[config.mk]
export PLATFORM = sky130hd
export DESIGN_NAME = instr_fetch
export DESIGN_NICKNAME = d
export VERILOG_FILES = /design/src/rtl/fetch_pkg.sv /design/src/rtl/fetch_buffer.sv /design/src/rtl/instr_fetch.sv
export SDC_FILE = /design/constraint.sdc
export NUM_CORES = 1
export LEC_CHECK = 0
export BUFFER_PORTS_ARGS = -buffer_cell sky130_fd_sc_hd__buf_2
export CORE_ASPECT_RATIO = 0.75
export CORE_MARGIN = 1.5
export CORE_UTILIZATION = 48
export DETAILED_ROUTE_END_ITERATION = 6
export GPL_TIMING_DRIVEN = 1
export HOLD_SLACK_MARGIN = 0.05
export PLACE_DENSITY = 0.83
export SETUP_SLACK_MARGIN = 0.02
export SYNTH_ARGS = -nofsm -noshare
export SYNTH_HDL_FRONTEND = slang
export SYNTH_SLANG_ARGS = --single-unit
[constraint.sdc]
create_clock -name clk -period 5.8 [get_ports clk]
set_input_delay 0.58 -clock clk [delete_from_list [all_inputs] [get_ports clk]]
set_output_delay 0.58 -clock clk [all_outputs]
set_load 0.02 [all_outputs]
[src/rtl/fetch_pkg.sv]
// Shared types for the instruction fetch stage: the {pc, instr} pair that
// is buffered for decode, and the instruction size in bytes.
package fetch_pkg;

    localparam int INSTR_BYTES = 4;

    typedef struct packed {
        logic [31:0] pc;
        logic [31:0] instr;
    } fetch_entry_t;

endpackage

[src/rtl/fetch_buffer.sv]
// Small FIFO of fetched {pc, instr} pairs. Flush wins over push; a pop in the
// flush cycle is accepted, and the flush then empties the FIFO anyway.
module fetch_buffer
    import fetch_pkg::*;
#(
    parameter int  DEPTH = 2,
    localparam int CW    = $clog2(DEPTH + 1)
) (
    input  logic         clk,
    input  logic         rst_n,
    input  logic         push,
    input  fetch_entry_t din,
    input  logic         pop,
    input  logic         flush,
    output logic [CW-1:0] count,
    output fetch_entry_t head
);

    localparam int PW = (DEPTH > 1) ? $clog2(DEPTH) : 1;

    fetch_entry_t  mem [DEPTH];
    logic [PW-1:0] wr_ptr;
    logic [PW-1:0] rd_ptr;

    function automatic logic [PW-1:0] next_ptr(input logic [PW-1:0] p);
        return (p == PW'(DEPTH - 1)) ? '0 : p + 1'b1;
    endfunction

    // NOTE: state registers use non-blocking assignments so every flop samples
    // the pre-edge values regardless of statement order.
    always_ff @(posedge clk or negedge rst_n) begin
        if (!rst_n) begin
            wr_ptr <= '0;
            rd_ptr <= '0;
            count  <= '0;
        end else if (flush) begin
            wr_ptr <= '0;
            rd_ptr <= '0;
            count  <= '0;
        end else begin
            if (push) wr_ptr <= next_ptr(wr_ptr);
            if (pop)  rd_ptr <= next_ptr(rd_ptr);
            case ({push, pop})
                2'b10:   count <= count + 1'b1;
                2'b01:   count <= count - 1'b1;
                default: ;
            endcase
        end
    end

    // NOTE: the storage array has no reset; it is only ever read through the
    // count-qualified head mux below, so stale contents are never visible.
    always_ff @(posedge clk) begin
        if (push && !flush) mem[wr_ptr] <= din;
    end

    assign head = (count != '0) ? mem[rd_ptr] : '0;

    a_no_overflow : assert property (@(posedge clk) disable iff (!rst_n)
        (push && !pop && !flush) |-> (count < CW'(DEPTH)));

    a_no_underflow : assert property (@(posedge clk) disable iff (!rst_n)
        pop |-> (count != '0));

endmodule

[src/rtl/instr_fetch.sv]
// Instruction fetch stage: drives the word memory address each cycle, captures
// the registered read data and hands {pc, instr} pairs to decode.
module instr_fetch
    import fetch_pkg::*;
#(
    parameter logic [31:0] RESET_PC  = 32'h0000_0000,
    parameter int          BUF_DEPTH = 2
) (
    input  logic        clk,
    input  logic        rst_n,
    output logic [31:0] mem_addr_o,
    output logic        mem_we_o,
    output logic [31:0] mem_wdata_o,
    input  logic [31:0] mem_rdata_i,
    input  logic        halt_i,
    input  logic        redirect_i,
    input  logic [31:0] redirect_pc_i,
    output logic        valid_o,
    input  logic        ready_i,
    output logic [31:0] instr_o,
    output logic [31:0] pc_o
);

    localparam int          CW      = $clog2(BUF_DEPTH + 1);
    localparam logic [CW:0] DEPTH_C = (CW + 1)'(BUF_DEPTH);
    localparam logic [31:0] PC_MASK = ~32'(INSTR_BYTES - 1);

    logic [31:0]   fetch_pc;
    logic [31:0]   inflight_pc;
    logic          inflight;
    logic [CW-1:0] count;
    fetch_entry_t  head;
    fetch_entry_t  capture;
    logic          pop;
    logic          push;
    logic          issue;
    logic [CW:0]   credit;

    // Credits count buffered entries plus the read still in flight, so a
    // capture can never find the buffer full.
    assign pop    = valid_o && ready_i;
    assign credit = {1'b0, count} + {{CW{1'b0}}, inflight} - {{CW{1'b0}}, pop};
    assign issue  = !redirect_i && !halt_i && (credit < DEPTH_C);
    assign push   = inflight && !redirect_i;

    assign capture.pc    = inflight_pc;
    assign capture.instr = mem_rdata_i;

    always_ff @(posedge clk or negedge rst_n) begin
        if (!rst_n) begin
            fetch_pc    <= RESET_PC & PC_MASK;
            inflight    <= 1'b0;
            inflight_pc <= '0;
        end else begin
            inflight <= issue;
            if (redirect_i) begin
                fetch_pc <= redirect_pc_i & PC_MASK;
            end else if (issue) begin
                fetch_pc    <= fetch_pc + 32'(INSTR_BYTES);
                inflight_pc <= fetch_pc;
            end
        end
    end

    fetch_buffer #(
        .DEPTH (BUF_DEPTH)
    ) u_buf (
        .clk   (clk),
        .rst_n (rst_n),
        .push  (push),
        .din   (capture),
        .pop   (pop),
        .flush (redirect_i),
        .count (count),
        .head  (head)
    );

    assign mem_addr_o  = {2'b00, fetch_pc[31:2]};
    assign mem_we_o    = 1'b0;
    assign mem_wdata_o = '0;

    assign valid_o = (count != '0);
    assign instr_o = head.instr;
    assign pc_o    = head.pc;

endmodule
==> flow_metrics.tcl, run 1 <==
set metrics [dict create \
    clock_path_buffers 2 \
    ctsHoldBuffers 0 \
    grt_pass1_wl_um 27600 \
    hold_path_class "primary input to asynchronous set/reset pin" \
    clock_skew_ns 0.0166 \
    r2r_start "u_buf.count[1]" \
    critPathCaptureType "flip-flop" \
    worst_ep_required_time_ns 6.09 \
    worst_pin_slew_ns 1.14 \
    viasPerCell 5.31 \
    final-hold-violation-count 0 \
    fp.dieH_um 116 \
    area_growth_pct 17.8 \
    rsz0062_at_grt "false" \
    crit_path_max_incr_delay_ns 0.60 \
    clock_sinks 189 \
    antenna_found_initial 1 \
    routed_wl_um 17900 \
    io_buffers 159 \
    power.density_nw_per_um2 411 \
    htree_levels 4 \
    clock_latency_ns 0.43 \
    overflow 0 \
    hpwl_um 11300 \
    worstPathArrival_ns 3.96 \
    synth_edf_count 124 \
    synthFlopType "edfxtp_1" \
    crit_chain "nor2_4 > inv_1 > nand2_1 > inv_1 > ha_1 > nand2b_1 > fa_1 > xor2_1 > or3_2 > inv_2 > nand2_1 > o211ai_1 > o311ai_1" \
    syn_area_um2 8160 \
    ys_ff_latch 189 \
    dpl_worst_slack_ns 2.11 \
    crit_fanout 44 \
    ant_nets 0 \
    globalRouteTotalUtil 0.205 \
    grt_pass1_vias 5186 \
    path_buf_inv 3 \
    max_freq_mhz 273 \
    drtPass1Iterations 5 \
    yosysWarnings 0 \
    nets 883 \
    synth.top_cells.by_area "edfxtp_1, dfrtp_1, mux2i_1" \
    postCtsSetupBuffers 0 \
    maxCapViolCount 0 \
    synthCells 661 \
    place.gp.congestion 0.790 \
    core_um2 16700 \
    yosysTopAreaCell "edfxtp_1" \
    diodes 0 \
    drcViolationCount 0 \
    drtIter0Drc 419 \
    rows 41 \
    synth_top_area_share 0.456 \
    die-area_um2 17800 \
    crit_slowest_cell "inv_2" \
    slew_headroom 0.241 \
    tritoncts "built" \
    initial_core_util 0.488 \
    cts_buffers 17 \
    setup_violations 0 \
    drive_above_1_share 0.260 \
    startpoint_type "flip-flop" \
    ios 199 \
    p_leak_nw 4.01 \
    async_flop_share 0.344 \
    wl_per_cell_um 17.2 \
    period_minus_slack_ns 3.67 \
    startpoint "u_buf.count[1]" \
    cts-root-buf "clkbuf_16" \
    ys_types 51 \
    yosysSeqAreaShare 0.656 \
    clk_pin_slew_ns 0.07 \
    timing.final.crit_share 0.633 \
    vias 5521 \
    status "finished clean" \
    setup_slack_ns 2.13 \
    grt_max_degree 66 \
    ctsResizeCount 0 \
    critPathKind "flip-flop to flip-flop" \
    slew_viol_final 0 \
    die_w_um 154 \
    crit_family "simple AND/OR/NAND/NOR gates" \
    setup-tns-final_ns 0 \
    syn_avg_cell_area_um2 12.3 \
    ir_drop_mv 0.202 \
]
[metrics by stage]
stage	utilization	instances	hold slack, ns	power, W	cell area [µm²]
final	0.575	1039	0.337	0.00395	9610
after global routing	0.575	1039	0.317	0.00414	9610
after CTS	0.575	1039	0.322	0.00398	9610
after detailed placement	0.539	1007	0.454	0.00282	9020
after global placement	0.539	1007	0.448	0.00279	9020
after floorplan	-	697	0.284	0.00251	8300
[cell type report]
type	instances	area, µm²
timing repair buffer	165	841
multi-input combinational	432	2530
clock inverter	13	138
tap	215	269
fill	1403	7110
sequential	189	5350
clock buffer	19	453
inverter	6	22.5
[flip-flops by register name, indices dropped and copies added, names as in the netlist]
| name | count |
|---|---|
| inflight | 1 |
| u_buf.count | 2 |
| u_buf.wr_ptr | 1 |
| u_buf.mem | 124 |
| u_buf.rd_ptr | 1 |
| inflight_pc | 30 |
| fetch_pc | 30 |
[routing by layer]
metal | global-route usage | vias up | routed length [µm]
li1 | - | 2598 | -
met1 | 0.284 | 2692 | 8180
met2 | 0.319 | 210 | 8170
met3 | 0.0553 | 19 | 1230
met4 | 0.0667 | 2 | 303
met5 | 0 | - | 7
[cells by family after synthesis]
family,after synthesis,synth area share
buffers and inverters,76,0.0532
XOR/XNOR,6,0.00644
flip-flops,189,0.656
adder cells (fa/ha/maj),3,0.00552
AND/OR/NAND/NOR,268,0.151
AO/OA/AOI/OAI,53,0.0483
other,1,0.000460
multiplexers,65,0.0797
[synthesized netlist by cell type, types with 7 or more instances]
library cell  count
o311ai_1         10
o21ai_1           9
buf_1             7
buf_2             8
nand2_1         123
edfxtp_1        124
o211ai_1         10
nand3_1          18
a221o_1           8
clkbuf_1         18
and3_1            8
mux2i_1          65
dfrtp_1          65
nand4_1           8
nor2_1           75
buf_4            37
[layout by cell type, fill, tap and decap left out, types with 6 or more instances in the layout]
master and n:
nor2_1 74, edfxtp_1 124, nand2_1 123, nand4_1 8, o311ai_1 10, nand3_1 18, o211ai_1 10, buf_2 159
and3_1 7, buf_4 6, o21ai_1 9, clkbuf_16 17, mux2i_1 65, dfrtp_1 64, a221o_1 8, conb_1 37
[worst reg2reg max path: stages, from the launching register on]
cell,delay [ns]
dfrtp_1,0.47
nor2_4,0.12
inv_1,0.05
nand2_1,0.09
inv_1,0.07
ha_1,0.26
nand2b_1,0.15
fa_1,0.39
xor2_1,0.19
or3_2,0.49
inv_2,0.60
nand2_1,0.28
o211ai_1,0.24
o311ai_1,0.13
[path summary, 6_finish.rpt]
| path | to | slack [ns] | cells after the start |
|---|---|---|---|
| max | fetch_pc[26] | 2.13 | 13 |
| min | fetch_pc[4] | 0.34 | 2 |
| max reg2reg | fetch_pc[26] | 2.13 | 13 |
| min reg2reg | u_buf.mem[1][56] | 0.47 | 0 |
| max in group asynchronous | u_buf.rd_ptr | 4.80 | 2 |
| min in group clk | u_buf.mem[0][28] | 0.34 | 1 |
[power breakdown]
part	internal (W)	total [W]	switching [W]	leakage, nW
clock	0.000659	0.00116	0.000500	0.290
combinational	0.000310	0.000847	0.000538	1.79
sequential	0.00170	0.00194	0.000239	1.94
total	0.00267	0.00395	0.00128	4.01
Power figures use the tool's default switching activity.
==> inputs of run 2 (changes only) <==
--- a/config.mk
+++ b/config.mk
@@ -5,14 +5,15 @@
 export SDC_FILE = /design/constraint.sdc
 export NUM_CORES = 1
 export LEC_CHECK = 0
+export ABC_AREA = 1
 export BUFFER_PORTS_ARGS = -buffer_cell sky130_fd_sc_hd__buf_2
 export CORE_ASPECT_RATIO = 0.75
 export CORE_MARGIN = 1.5
-export CORE_UTILIZATION = 48
+export CORE_UTILIZATION = 50
 export DETAILED_ROUTE_END_ITERATION = 6
 export GPL_TIMING_DRIVEN = 1
 export HOLD_SLACK_MARGIN = 0.05
-export PLACE_DENSITY = 0.83
+export PLACE_DENSITY = 0.82
 export SETUP_SLACK_MARGIN = 0.02
 export SYNTH_ARGS = -nofsm -noshare
 export SYNTH_HDL_FRONTEND = slang
==> constraint.sdc (replaced) <==
create_clock -name clk -period 3.67 [get_ports clk]
set_input_delay 0.367 -clock clk [delete_from_list [all_inputs] [get_ports clk]]
set_output_delay 0.367 -clock clk [all_outputs]
set_load 0.02 [all_outputs]
==> flow_metrics.tcl, run 2 <==
set metrics [dict create \
    hold_path_class "primary input to asynchronous set/reset pin" \
    mostFrequentLayoutCells "nand2_1, buf_2, edfxtp_1" \
    nets 1116 \
    final_common_cell "nand2_1" \
    critPathCaptureType "flip-flop" \
    grt_pass1_wl_um 30500 \
    clock_sinks 189 \
    p_total_w 0.00751 \
    critPathCapture "fetch_pc[6]" \
    p_clk_frac 0.244 \
    setup_violations 0 \
    routed_wl_um 19400 \
    p_leak_nw 4.35 \
    final_cell_area_um2 9960 \
    drcViolationCount 0 \
    vias 6486 \
    top_register "u_buf.mem" \
    grt_pass1_vias 6001 \
    yosysTopAreaCell "edfxtp_1" \
    initial_core_util 0.509 \
    synth.top_cells.by_area "edfxtp_1, dfrtp_1, nand2_1" \
    grt_max_degree 65 \
    status "finished clean" \
    clock_path_buffers 2 \
    worst_ep_required_time_ns 3.97 \
    syn_avg_cell_area_um2 9.54 \
    wl_per_cell_um 15.2 \
    rows 41 \
    period_minus_slack_ns 3.20 \
    cts_buffers 17 \
    regToRegSetupSlack_ns 0.47 \
    yosysSeqAreaShare 0.626 \
    clk_pin_slew_ns 0.07 \
    final-hold-violation-count 0 \
    ys_ff_latch 189 \
    globalRouteTotalUtil 0.222 \
    worstPathArrival_ns 3.50 \
    seqCellArea_um2 5350 \
    postCtsSetupBuffers 0 \
    die_w_um 154 \
    timing.final.crit_share 0.872 \
    crit_fanout 18 \
    startpoint_type "flip-flop" \
    drtIter0Drc 552 \
    synthFlopType "edfxtp_1" \
    clock_latency_ns 0.43 \
    critPathKind "flip-flop to flip-flop" \
    largest_reg_flops 124 \
    synth_edf_count 124 \
    reg.largest.list "u_buf.mem: 124 flops, fetch_pc: 30 flops, inflight_pc: 30 flops" \
    ys_types 27 \
    ctsHoldBuffers 0 \
    startpoint "u_buf.count[1]" \
    overflow 0 \
    die-area_um2 17900 \
    max_freq_mhz 312 \
    ios 199 \
    fp.dieH_um 116 \
    clock_skew_ns 0.00774 \
    multi_input_area_um2 2670 \
    viasPerCell 5.10 \
    timing.rr.end "fetch_pc[6]" \
    holdWs_ns 0.0669 \
    utilization 0.593 \
    switching_share 0.398 \
    area_growth_pct 16.6 \
    switching_power_w 0.00299 \
    p_int_w 0.00452 \
    hpwl_um 13000 \
    async_flop_share 0.344 \
    tritoncts "built" \
    synthTopCellsByCount "nand2_1, edfxtp_1, nor2_1, a21oi_1, dfrtp_1" \
    place.gp.congestion 0.912 \
    diodes 0 \
    syn_area_um2 8540 \
    maxCapViolCount 0 \
    placed_cell_area_um2 9370 \
    ir_drop_mv 0.446 \
    yosys.cell_count.top_type "nand2_1" \
    synth_top_area_share 0.436 \
    ctsResizeCount 0 \
    antenna_found_initial 0 \
    r2r_cells 12 \
    slew_headroom 0.275 \
    io_buffers 159 \
    ant_nets 0 \
    synthCells 895 \
    drtPass1Iterations 5 \
    yosysWarnings 0 \
    fill_cells 1417 \
    drive_above_1_share 0.209 \
    core_um2 16800 \
    r2r_start "u_buf.count[1]" \
    power_frac_comb 0.332 \
    p_seq_frac 0.424 \
    rsz0062_at_grt "false" \
    htree_levels 4 \
    power.density_nw_per_um2 754 \
    cts-root-buf "clkbuf_16" \
    worst_pin_slew_ns 1.09 \
    slew_viol_final 0 \
]
## run 2: stage by stage
| stage | instances | setup slack [ns] | TNS, ns |
|---|---|---|---|
| CTS | 1272 | 0.503 | 0 |
| global route | 1272 | 0.212 | 0 |
| floorplan | 931 | -0.207 | -25.68 |
| global placement | 1240 | 0.575 | 0 |
| finish | 1272 | 0.469 | 0 |
| detailed placement | 1240 | 0.499 | 0 |
## run 2: cells by family (layout without fill, tap and decap cells)
family	count (synthesis)	in the layout	share of synthesized area
fa+ha+maj	3	3	0.00527
xor+xnor	3	3	0.00308
flops	189	189	0.626
compound gates	109	109	0.0653
simple gates	460	460	0.220
other cells	1	37	0.000439
buf+inv	130	256	0.0798
## run 2: final cells by class
type | count | area share
flip-flops and latches | 189 | 0.538
clock buffers | 17 | 0.0427
inverters | 55 | 0.0207
clock inverters | 15 | 0.0166
well taps | 215 | 0.0270
repair buffers | 169 | 0.0875
multi-input cells | 612 | 0.268
## run 2: routing by layer
metal	global-route usage	up-vias	wire (µm)
met2	0.347	301	8530
met4	0.0667	0	206
met1	0.317	3013	8960
met3	0.0464	17	1700
li1	-	3155	-
met5	0	-	0
## run 2: critical path, cell delays in order (launching register included)
cell	delay [ns]
dfrtp_1	0.50
nor2_4	0.05
nor2_1	0.21
ha_1	0.27
or2_2	0.30
fa_1	0.48
nand2_1	0.06
nor2_2	0.09
nand2_2	0.27
nand2_1	0.52
inv_1	0.14
nand2_1	0.09
nand3_1	0.07
## run 2: power groups by stage
stage	Combinational (W)	Sequential (W)	Clock [W]
2_1_floorplan	0.00164	0.00321	0
3_3_place_gp	0.00242	0.00318	0
3_5_place_dp	0.00249	0.00321	0
4_1_cts	0.00251	0.00317	0.00186
5_1_grt	0.00276	0.00323	0.00196
6_report	0.00249	0.00318	0.00183
## run 2: worst min path at each step
stage / start / endpoint / slack [ns] / depth (start not counted)
6_report: rst_n / fetch_pc[6] / 0.07 / 1
5_1_grt: mem_rdata_i[25] / u_buf.mem[0][25] / 0.11 / 1
4_1_cts: rst_n / fetch_pc[9] / 0.10 / 1
3_5_place_dp: inflight_pc[20] / u_buf.mem[0][52] / 0.46 / 0
3_3_place_gp: inflight_pc[12] / u_buf.mem[0][44] / 0.45 / 0
2_1_floorplan: rst_n / fetch_pc[10] / 0.07 / 0
==> inputs of run 3 (changes only) <==
--- a/config.mk
+++ b/config.mk
@@ -7,13 +7,12 @@
 export LEC_CHECK = 0
 export ABC_AREA = 1
 export BUFFER_PORTS_ARGS = -buffer_cell sky130_fd_sc_hd__buf_2
-export CORE_ASPECT_RATIO = 0.75
 export CORE_MARGIN = 1.5
 export CORE_UTILIZATION = 50
 export DETAILED_ROUTE_END_ITERATION = 6
 export GPL_TIMING_DRIVEN = 1
 export HOLD_SLACK_MARGIN = 0.05
-export PLACE_DENSITY = 0.82
+export PLACE_DENSITY = 0.79
 export SETUP_SLACK_MARGIN = 0.02
 export SYNTH_ARGS = -nofsm -noshare
 export SYNTH_HDL_FRONTEND = slang
==> constraint.sdc (replaced) <==
create_clock -name clk -period 3 [get_ports clk]
set_input_delay 0.3 -clock clk [delete_from_list [all_inputs] [get_ports clk]]
set_output_delay 0.3 -clock clk [all_outputs]
set_load 0.02 [all_outputs]
==> flow_metrics.tcl, run 3 (same netlist as run 2, synthesis figures left out) <==
set metrics [dict create \
    rsz0062_at_grt "false" \
    slew_viol_final 0 \
    fp.dieH_um 134 \
    tritoncts "built" \
    grt_max_degree 65 \
    hold_path_class "primary input to flip-flop" \
    met2_usage 0.365 \
    grt_pass1_wl_um 30500 \
    switching_power_w 0.00357 \
    p_clk_frac 0.251 \
    vias 6462 \
    grt.busiest_layer "met2" \
    largest_reg_flops 124 \
    startpoint_type "flip-flop" \
    clock_skew_ns 0.0110 \
    worstPathArrival_ns 3.07 \
    power_frac_comb 0.333 \
    area_growth_pct 20.1 \
    switching_share 0.386 \
    ir_drop_mv 0.461 \
    power.density_nw_per_um2 901 \
    core_um2 16600 \
    io_buffers 159 \
    hpwl_um 12800 \
    grt_pass1_vias 6121 \
    clock_sinks 189 \
    mostFrequentLayoutCells "nand2_1, buf_2, edfxtp_1" \
    nets 1142 \
    period_minus_slack_ns 2.73 \
    critPathCaptureType "flip-flop" \
    ios 199 \
    slew_headroom 0.482 \
    drtPass1Iterations 5 \
    status "finished clean" \
    worst_ep_required_time_ns 3.34 \
    die-area_um2 17900 \
    critPathKind "flip-flop to flip-flop" \
    p_total_w 0.00924 \
    routed_wl_um 18900 \
    top_register "u_buf.mem" \
    drive_above_1_share 0.209 \
    antenna_found_initial 0 \
    rows 47 \
    drtIter0Drc 419 \
    worst_pin_slew_ns 0.777 \
    maxCapViolCount 0 \
    p_leak_nw 4.50 \
    timing.final.crit_share 0.910 \
    die_w_um 134 \
    cts-root-buf "clkbuf_16" \
    crit_fanout 30 \
    viasPerCell 4.96 \
    clk_pin_slew_ns 0.07 \
    final-hold-violation-count 0 \
    dpl_worst_slack_ns 0.205 \
    initial_core_util 0.513 \
    wl_per_cell_um 14.5 \
    setup_violations 0 \
    met3_usage 0.0407 \
    drcViolationCount 0 \
    globalRouteTotalUtil 0.220 \
    setup_slack_ns 0.270 \
    cts_buffers 17 \
    overflow 0 \
    htree_levels 4 \
    p_int_w 0.00568 \
    clock_path_buffers 2 \
    postCtsSetupBuffers 0 \
    reg.largest.list "u_buf.mem: 124 flops, fetch_pc: 30 flops, inflight_pc: 30 flops" \
    ant_nets 0 \
    holdWs_ns 0.0707 \
    clock_latency_ns 0.43 \
    met1_usage 0.293 \
    max_freq_mhz 366 \
    final_common_cell "nand2_1" \
    p_seq_frac 0.416 \
    place.gp.congestion 0.906 \
    diodes 0 \
]
run 3: stage by stage:
| stage | TNS, ns | instances | utilization | instance area, µm² |
|---|---|---|---|---|
| final | 0 | 1303 | 0.616 | 10300 |
| after global routing | 0 | 1303 | 0.616 | 10300 |
| after CTS | 0 | 1303 | 0.616 | 10300 |
| after detailed placement | 0 | 1249 | 0.566 | 9410 |
| after global placement | 0 | 1249 | 0.566 | 9410 |
| after floorplan | -100.45 | 931 | - | 8680 |
run 3: path summary, 6_finish.rpt:
kind / cells past startpoint / startpoint / slack (ns) / endpoint
setup reg to reg: 11 / u_buf.count[0] / 0.27 / fetch_pc[8]
hold / removal: 1 / mem_rdata_i[13] / 0.07 / u_buf.mem[0][13]
hold reg to reg: 0 / inflight_pc[2] / 0.47 / u_buf.mem[1][34]
min in group asynchronous: 2 / rst_n / 0.47 / fetch_pc[19]
setup / recovery: 11 / u_buf.count[0] / 0.27 / fetch_pc[8]
max in group asynchronous: 3 / rst_n / 1.86 / fetch_pc[11]
run 3: power by group through the flow:
stage / combinational [W] / clock, W / sequential [W]
2_1_floorplan: 0.00201 / 0 / 0.00393
3_3_place_gp: 0.00300 / 0 / 0.00385
3_5_place_dp: 0.00305 / 0 / 0.00389
4_1_cts: 0.00309 / 0.00237 / 0.00384
5_1_grt: 0.00342 / 0.00248 / 0.00391
6_report: 0.00308 / 0.00232 / 0.00384
run 3: metal layers:
layer / share of wire / wire length (µm)
met5: 0 / 0
met4: 0.017 / 327
met3: 0.049 / 933
met2: 0.49 / 9350
met1: 0.44 / 8300
run 3: repair_timing:
item | in CTS | in global routing
resized for setup | 0 | 2
hold endpoints to repair | 74 | 0
setup endpoints to repair | 0 | 10
hold buffers | 22 | 0
run 3: area by class of cell:
class | count | area, µm²
clock inverters | 13 | 176
fillers | 1410 | 6380
flip-flops and latches | 189 | 5350
inverters | 55 | 206
clock buffers | 19 | 443
well taps | 220 | 275
multi-input cells | 612 | 2670
repair buffers | 195 | 1140
run 3: critical path, cell delays in order, from the launching register on:
cell and delay, ns:
dfrtp_1 0.41, nor2_4 0.06, nor2_1 0.20, ha_1 0.27
or2_2 0.30, fa_1 0.48, nand2_1 0.06, nor2_2 0.09
nand2_2 0.11, inv_2 0.41, nand3_1 0.15, o211ai_1 0.11
